===== src/rtl/cpu_types_pkg.sv =====
// Shared cache types: FSM state encoding and address-field width helpers.
package cpu_types_pkg;

  typedef enum logic [0:0] {
    IDLE = 1'b0,
    FILL = 1'b1
  } icache_state_t;

  localparam int WORD_W     = 32;
  localparam int ADDR_W     = 32;
  localparam int BYTE_OFF_W = 2;

  // Smallest r such that 2**r >= n.
  function automatic int log2_ceil(input int n);
    int r;
    r = 0;
    for (int i = 0; i < 31; i++) begin
      if ((1 << i) < n) r = i + 1;
    end
    return r;
  endfunction

  // Word-offset field width within a block.
  function automatic int offset_bits(input int blkwords);
    return log2_ceil(blkwords);
  endfunction

  // Set-index field width.
  function automatic int index_bits(input int sets);
    return log2_ceil(sets);
  endfunction

  // Tag field width: everything above byte offset, word offset and index.
  function automatic int tag_bits(input int sets, input int blkwords);
    return ADDR_W - BYTE_OFF_W - offset_bits(blkwords) - index_bits(sets);
  endfunction

  // Storage width for a field that may be zero bits wide.
  function automatic int field_w(input int bits);
    return (bits < 1) ? 1 : bits;
  endfunction

endpackage


===== src/rtl/icache_way.sv =====
// One cache way: per-set valid bit, tag and block data, with tag compare.
module icache_way
  import cpu_types_pkg::*;
#(
  parameter int SETS     = 8,
  parameter int BLKWORDS = 2,
  parameter int IDX_W    = 3,
  parameter int OFF_W    = 1,
  parameter int TAG_W    = 26
) (
  input  logic              clk,
  input  logic              rst,
  input  logic              flush,
  input  logic [IDX_W-1:0]  rd_index,
  input  logic [TAG_W-1:0]  rd_tag,
  input  logic [OFF_W-1:0]  rd_offset,
  output logic              match,
  output logic              valid,
  output logic [WORD_W-1:0] rd_word,
  input  logic              wr_en,
  input  logic [IDX_W-1:0]  wr_index,
  input  logic [OFF_W-1:0]  wr_offset,
  input  logic [WORD_W-1:0] wr_data,
  input  logic              fill_done,
  input  logic [TAG_W-1:0]  wr_tag
);

  logic [SETS-1:0]   valid_r;
  logic [TAG_W-1:0]  tag_r  [SETS];
  logic [WORD_W-1:0] data_r [SETS][BLKWORDS];

  // Lookup: the line matches only when it is valid and its tag agrees.
  always_comb begin
    valid   = valid_r[rd_index];
    match   = valid_r[rd_index] && (tag_r[rd_index] == rd_tag);
    rd_word = data_r[rd_index][rd_offset];
  end

  // Storage update: flush drops valid bits and wins over a completing fill.
  always_ff @(posedge clk) begin
    if (rst) begin
      valid_r <= '0;
      for (int s = 0; s < SETS; s++) begin
        tag_r[s] <= '0;
        for (int k = 0; k < BLKWORDS; k++) begin
          data_r[s][k] <= '0;
        end
      end
    end else begin
      if (flush) begin
        valid_r <= '0;
      end else if (fill_done) begin
        valid_r[wr_index] <= 1'b1;
        tag_r[wr_index]   <= wr_tag;
      end
      if (wr_en && !flush) begin
        data_r[wr_index][wr_offset] <= wr_data;
      end
    end
  end

endmodule


===== src/rtl/icache_assoc.sv =====
// Set-associative instruction cache (1 or 2 ways) with block refill FSM.
module icache_assoc
  import cpu_types_pkg::*;
#(
  parameter int WAYS     = 2,
  parameter int SETS     = 8,
  parameter int BLKWORDS = 2
) (
  input  logic        CLK,
  input  logic        RST,
  input  logic        imemREN,
  input  logic [31:0] imemaddr,
  output logic        ihit,
  output logic [31:0] imemload,
  output logic        iREN,
  output logic [31:0] iaddr,
  input  logic        iwait,
  input  logic [31:0] iload,
  input  logic        flush,
  output logic [31:0] hit_count,
  output logic [31:0] miss_count
);

  localparam int OFF_BITS = offset_bits(BLKWORDS);
  localparam int IDX_BITS = index_bits(SETS);
  localparam int TAG_W    = tag_bits(SETS, BLKWORDS);
  localparam int OFF_W    = field_w(OFF_BITS);
  localparam int IDX_W    = field_w(IDX_BITS);
  localparam logic [31:0] BLK_MASK = ~(32'(BLKWORDS * 4) - 32'd1);

  // Address field extraction (shifts keep a zero-width offset field legal).
  function automatic logic [IDX_W-1:0] index_of(input logic [31:0] a);
    logic [31:0] t;
    t = a >> (BYTE_OFF_W + OFF_BITS);
    return t[IDX_W-1:0];
  endfunction

  function automatic logic [OFF_W-1:0] offset_of(input logic [31:0] a);
    logic [31:0] t;
    t = a >> BYTE_OFF_W;
    return t[OFF_W-1:0] & OFF_W'(BLKWORDS - 1);
  endfunction

  function automatic logic [TAG_W-1:0] tag_of(input logic [31:0] a);
    logic [31:0] t;
    t = a >> (BYTE_OFF_W + OFF_BITS + IDX_BITS);
    return t[TAG_W-1:0];
  endfunction

  icache_state_t     state_r, state_nx;
  logic [OFF_W-1:0]  cnt_r;
  logic [31:0]       base_r;
  logic              victim_r;
  logic [SETS-1:0]   lru_r;
  logic [31:0]       hit_count_r, miss_count_r;

  logic [IDX_W-1:0]  req_index_s, fill_index_s;
  logic [TAG_W-1:0]  req_tag_s, fill_tag_s;
  logic [OFF_W-1:0]  req_offset_s;
  logic [WAYS-1:0]   match_s, valid_s;
  logic [WORD_W-1:0] way_word_s [WAYS];
  logic              lookup_ok_s, hit_s, miss_start_s;
  logic              hit_way_s, victim_s, victim_found_s;
  logic [WORD_W-1:0] hit_word_s;
  logic              fill_write_s, fill_last_s, fill_done_s;

  assign req_index_s  = index_of(imemaddr);
  assign req_tag_s    = tag_of(imemaddr);
  assign req_offset_s = offset_of(imemaddr);
  assign fill_index_s = index_of(base_r);
  assign fill_tag_s   = tag_of(base_r);

  for (genvar g = 0; g < WAYS; g++) begin : g_way
    icache_way #(
      .SETS    (SETS),
      .BLKWORDS(BLKWORDS),
      .IDX_W   (IDX_W),
      .OFF_W   (OFF_W),
      .TAG_W   (TAG_W)
    ) u_way (
      .clk      (CLK),
      .rst      (RST),
      .flush    (flush),
      .rd_index (req_index_s),
      .rd_tag   (req_tag_s),
      .rd_offset(req_offset_s),
      .match    (match_s[g]),
      .valid    (valid_s[g]),
      .rd_word  (way_word_s[g]),
      .wr_en    (fill_write_s && (victim_r == 1'(g))),
      .wr_index (fill_index_s),
      .wr_offset(cnt_r),
      .wr_data  (iload),
      .fill_done(fill_done_s && (victim_r == 1'(g))),
      .wr_tag   (fill_tag_s)
    );
  end

  // Hit detection, hit-way select and victim choice (first invalid way, else LRU).
  always_comb begin
    lookup_ok_s    = (state_r == IDLE) && imemREN && !flush && !RST;
    hit_s          = lookup_ok_s && (|match_s);
    miss_start_s   = lookup_ok_s && !(|match_s);
    hit_way_s      = 1'b0;
    hit_word_s     = '0;
    victim_s       = lru_r[req_index_s];
    victim_found_s = 1'b0;
    for (int w = 0; w < WAYS; w++) begin
      hit_way_s  = match_s[w] ? 1'(w) : hit_way_s;
      hit_word_s = match_s[w] ? way_word_s[w] : hit_word_s;
      if (!victim_found_s && !valid_s[w]) begin
        victim_s       = 1'(w);
        victim_found_s = 1'b1;
      end else begin
        victim_found_s = victim_found_s;
      end
    end
  end

  // Fill progress: a word lands on each non-waiting cycle unless flushed.
  always_comb begin
    fill_write_s = (state_r == FILL) && !iwait && !flush && !RST;
    fill_last_s  = (cnt_r == OFF_W'(BLKWORDS - 1));
    fill_done_s  = fill_write_s && fill_last_s;
  end

  // Next-state logic for the IDLE/FILL controller.
  always_comb begin
    state_nx = state_r;
    case (state_r)
      IDLE: begin
        if (miss_start_s) state_nx = FILL;
        else              state_nx = IDLE;
      end
      FILL: begin
        if (flush || fill_done_s) state_nx = IDLE;
        else                      state_nx = FILL;
      end
      default: state_nx = IDLE;
    endcase
  end

  // FSM state register.
  always_ff @(posedge CLK) begin
    if (RST) state_r <= IDLE;
    else     state_r <= state_nx;
  end

  // Miss capture (block base, victim) and word counter advance.
  always_ff @(posedge CLK) begin
    if (RST) begin
      cnt_r    <= '0;
      base_r   <= 32'd0;
      victim_r <= 1'b0;
    end else if (miss_start_s) begin
      cnt_r    <= '0;
      base_r   <= imemaddr & BLK_MASK;
      victim_r <= victim_s;
    end else if (fill_write_s) begin
      cnt_r <= fill_last_s ? '0 : cnt_r + OFF_W'(1);
    end
  end

  // Per-set LRU bit names the way to evict next; only meaningful with two ways.
  always_ff @(posedge CLK) begin
    if (RST || flush) begin
      lru_r <= '0;
    end else if (WAYS == 2) begin
      if (hit_s)            lru_r[req_index_s]  <= ~hit_way_s;
      else if (fill_done_s) lru_r[fill_index_s] <= ~victim_r;
    end
  end

  // Saturating hit/miss statistics; flush leaves them alone.
  always_ff @(posedge CLK) begin
    if (RST) begin
      hit_count_r  <= 32'd0;
      miss_count_r <= 32'd0;
    end else begin
      if (hit_s && (hit_count_r != 32'hFFFF_FFFF))
        hit_count_r <= hit_count_r + 32'd1;
      if (miss_start_s && (miss_count_r != 32'hFFFF_FFFF))
        miss_count_r <= miss_count_r + 32'd1;
    end
  end

  // Datapath and memory-side outputs; all zero when inactive.
  always_comb begin
    ihit       = hit_s;
    imemload   = hit_s ? hit_word_s : 32'd0;
    iREN       = (state_r == FILL) && !RST;
    iaddr      = iREN ? (base_r + (32'(cnt_r) << 2)) : 32'd0;
    hit_count  = hit_count_r;
    miss_count = miss_count_r;
  end

endmodule


===== config.mk =====
export PLATFORM = sky130hd
export DESIGN_NAME = icache_assoc
export DESIGN_NICKNAME = d
export VERILOG_FILES = /design/src/rtl/cpu_types_pkg.sv /design/src/rtl/icache_way.sv /design/src/rtl/icache_assoc.sv
export SDC_FILE = /design/constraint.sdc
export NUM_CORES = 2
export LEC_CHECK = 0
export BUFFER_PORTS_ARGS = -buffer_cell sky130_fd_sc_hd__buf_4
export CAP_MARGIN = 10
export CORE_ASPECT_RATIO = 1.25
export CORE_MARGIN = 5
export CORE_UTILIZATION = 58
export CTS_BUF_LIST = sky130_fd_sc_hd__clkbuf_16
export CTS_CLUSTER_SIZE = 24
export DETAILED_ROUTE_END_ITERATION = 12
export PLACE_DENSITY_LB_ADDON = 0.08
export SKIP_CTS_REPAIR_TIMING = 1
export SYNTH_ARGS = -nofsm -noshare
export SYNTH_HDL_FRONTEND = slang
export SYNTH_SLANG_ARGS = --single-unit

===== constraint.sdc =====
create_clock -name CLK -period 10.6 [get_ports CLK]
set_clock_uncertainty 0.2 [all_clocks]
set_input_delay 0.53 -clock CLK [delete_from_list [all_inputs] [get_ports CLK]]
set_output_delay 0.53 -clock CLK [all_outputs]
set_load 0.005 [all_outputs]

==> run metrics <==
Tcrit/Tclk final=66.8%; maximum capacitance violations=0; #FFs+latches synth=1560; EDFF count, synth=around 1400; synthesized area per cell=12.9 um2; Die Ht=402 um; DRC violations left=0; largest net degree at the start of global routing=between 100 and 150; Total Power=13.1 mW; Fin Setup TNS=0 ns; max_slew headroom=between 10% and 20%; P per Cell Area=about 170 nW/um2; clock tree buffer depth=3; Compound-Gate Fraction of Synth Area=~7.7%; final net count=5614; Starting Density=58.1%; leakage=29.4 nW; status=complete, no violations; Seq/Total Area, Yosys=64.0%; Rows=144; area leader, netlist=edfxtp_1; Synth Area in Adders=0.0351%; wire per inst=between 30 and 40 um; H-tree depth=4; yosys warns=0; drt total wl=229000 um; fin cells=between 7000 and 8000; via count=around 48000; initial antenna violation count=12; gr ovfl total=0; drt initial violations=6012; CTS Buf Count=155; Synth top area share=60.6%; I/O pin cnt=199; Fmax=approximately 0.14 GHz; count leader, synth=and2_1; hold_ws=0.00112 ns; mux share of post-synthesis cell area=7.11%; largest family of logic cells by synthesized area=simple AND/OR/NAND/NOR gates; Peak VDD IR=approximately 0.18 mV; Worst-path clk slew=0.06 ns; crit start category=input port; Final ANT Viol Nets=0; CP Max Fanout=~110; Die ar.=between 100000 and 150000 um2; Final Critical Period=a little over 7 ns; Main synth FF type=edfxtp_1; Worst setup EP type=output port; vias in the first global route=46200; RSZ-0062 raised after global routing=no; critical path arrival=6.35 ns; crit path kind=in -> out; top cells by count, synth=and2_1 (1477), edfxtp_1 (1440), clkbuf_1 (434); CTS tree=done; CTS Root Cell=clkbuf_16; critical path required time=9.87 ns; CORE AREA=123000 um2; Unique masters post-synth=73; Slew Limit Fails=0; Via density=6.55; share of post-route cells with drive strength above 1=between 15 and 20%; Skew-Pair Late Insertion Delay=approximately 0.80 ns; Synth Area in XOR/XNOR=0.417%; DIE WIDTH=324 um; GPL Wtd Cong=between 0.9 and 1; dpl hpwl=between 100000 and 150000 um; GRT Total Usage=34.8%; asr flop ratio synth=0%; Slew @ Worst Pin=1.23 ns; Syn Inst Count=5550; Fin. Hold Viols=0; clk sinks=1560; area delta synth->final=11.7%; mapped cell area=71300 um2; first-pass detailed-route iteration total=8; top post-synthesis cells by area=edfxtp_1 (61%), and2_1 (13%), dfxtp_1 (3.4%); simple-gate area share of the yosys netlist=between 15 and 20%; IO buf count=194; Setup violations, final=0; placed cells=6957; first-pass GRT wire length=325000 um; worst hold path class=in -> reg
[worst paths after layout]
kind	slack (ns)	cells past startpoint	startpoint	end
setup / recovery	3.52	14	imemaddr[3]	imemload[31]
hold / removal	0.001	2	RST	base_r[15]
setup reg to reg	5.91	11	g_way[1].u_way.tag_r[6][21]	hit_count[7]
hold reg to reg	0.25	1	g_way[1].u_way.valid_r[7]	g_way[1].u_way.valid_r[7]
[where the power goes]
| part | internal, mW | switching (mW) | total [mW] |
|---|---|---|---|
| registers | 6.89 | 0.0652 | 6.96 |
| clock network | 2.92 | 2.32 | 5.24 |
| logic | 0.270 | 0.681 | 0.951 |
[per-stage QoR]
stage	instance area [um2]	setup slack [ns]	util, %
floorplan	71400	5.80	-
global placement	74500	3.75	60.7
detailed placement	74500	3.77	60.7
CTS	79300	3.76	64.6
global route	79700	3.36	64.9
finish	79700	3.52	64.9
[layout by cell type, fill, tap and decap left out, drive strengths merged, types with 16 or more instances in the layout]
master / Yosys / final
a211oi: 59 / 59
a21o: 19 / 19
a21oi: 145 / 145
a221oi: 16 / 16
a22oi: 16 / 16
and2: 1477 / 1477
and3: 18 / 18
buf: 93 / 327
clkbuf: 434 / 166
clkinv: 2 / 77
dfxtp: 120 / 120
dlygate4sd3: 0 / 34
edfxtp: 1440 / 1440
inv: 17 / 60
mux2: 130 / 130
mux2i: 178 / 178
mux4: 81 / 81
nand2: 119 / 119
nand3: 46 / 46
nand4: 28 / 28
nor2: 231 / 231
nor2b: 25 / 25
nor3: 97 / 97
nor4: 27 / 27
o21ai: 172 / 172
o221ai: 58 / 58
o22ai: 255 / 255
o31ai: 18 / 18
or3: 35 / 35
or4: 19 / 19
xnor2: 30 / 30
[registers in the layout (all words and copies together), names as in the netlist]
register,count
cnt_r,1
g_way.u_way.tag_r,416
victim_r,1
lru_r,8
base_r,29
miss_count,32
state_r,1
hit_count,32
g_way.u_way.data_r,1024
g_way.u_way.valid_r,16
[final cells by class]
class                           count  area, um2
Sequential cell                  1560      45600
Multi-Input combinational cell   3445      24300
Clock inverter                    123        661
Fill cell                        9141      43000
Tap cell                         1606       2010
Antenna cell                        4       10.0
Timing Repair Buffer              362       2860
Clock buffer                      165       4130
Inverter                           19       75.1
[kinds of logic (layout without fill, tap and decap cells)]
| group | Yosys count | in the layout |
|---|---|---|
| DFF | 1560 | 1560 |
| AOI/OAI and AO/OA | 855 | 855 |
| xor gates and xnor gates | 34 | 34 |
| buffers and inverters | 546 | 669 |
| muxes | 389 | 389 |
| and+or+nand+nor | 2163 | 2163 |
| other | 1 | 6 |
| adders and majority gates | 2 | 2 |
[critical path: stages]
cell and delay [ns]:
buf_8 0.45, buf_12 0.53, and2_1 0.55, buf_4 0.46, a22oi_1 0.19, and3b_1 0.28, nor4_1 0.33, nand3_1 0.21
nor4_4 0.31, buf_4 0.58, o21ai_4 0.10, buf_4 0.44, a211oi_1 0.97, buf_4 0.25
[layer usage]
layer	track usage (%)	wire, um	up-vias
met5	0	60	-
met4	17.8	13900	8
met3	7.71	23200	678
met2	56.0	109000	2759
met1	44.7	83100	24000
li1	-	-	20200
No activity file was read; power rests on OpenSTA's default activity.
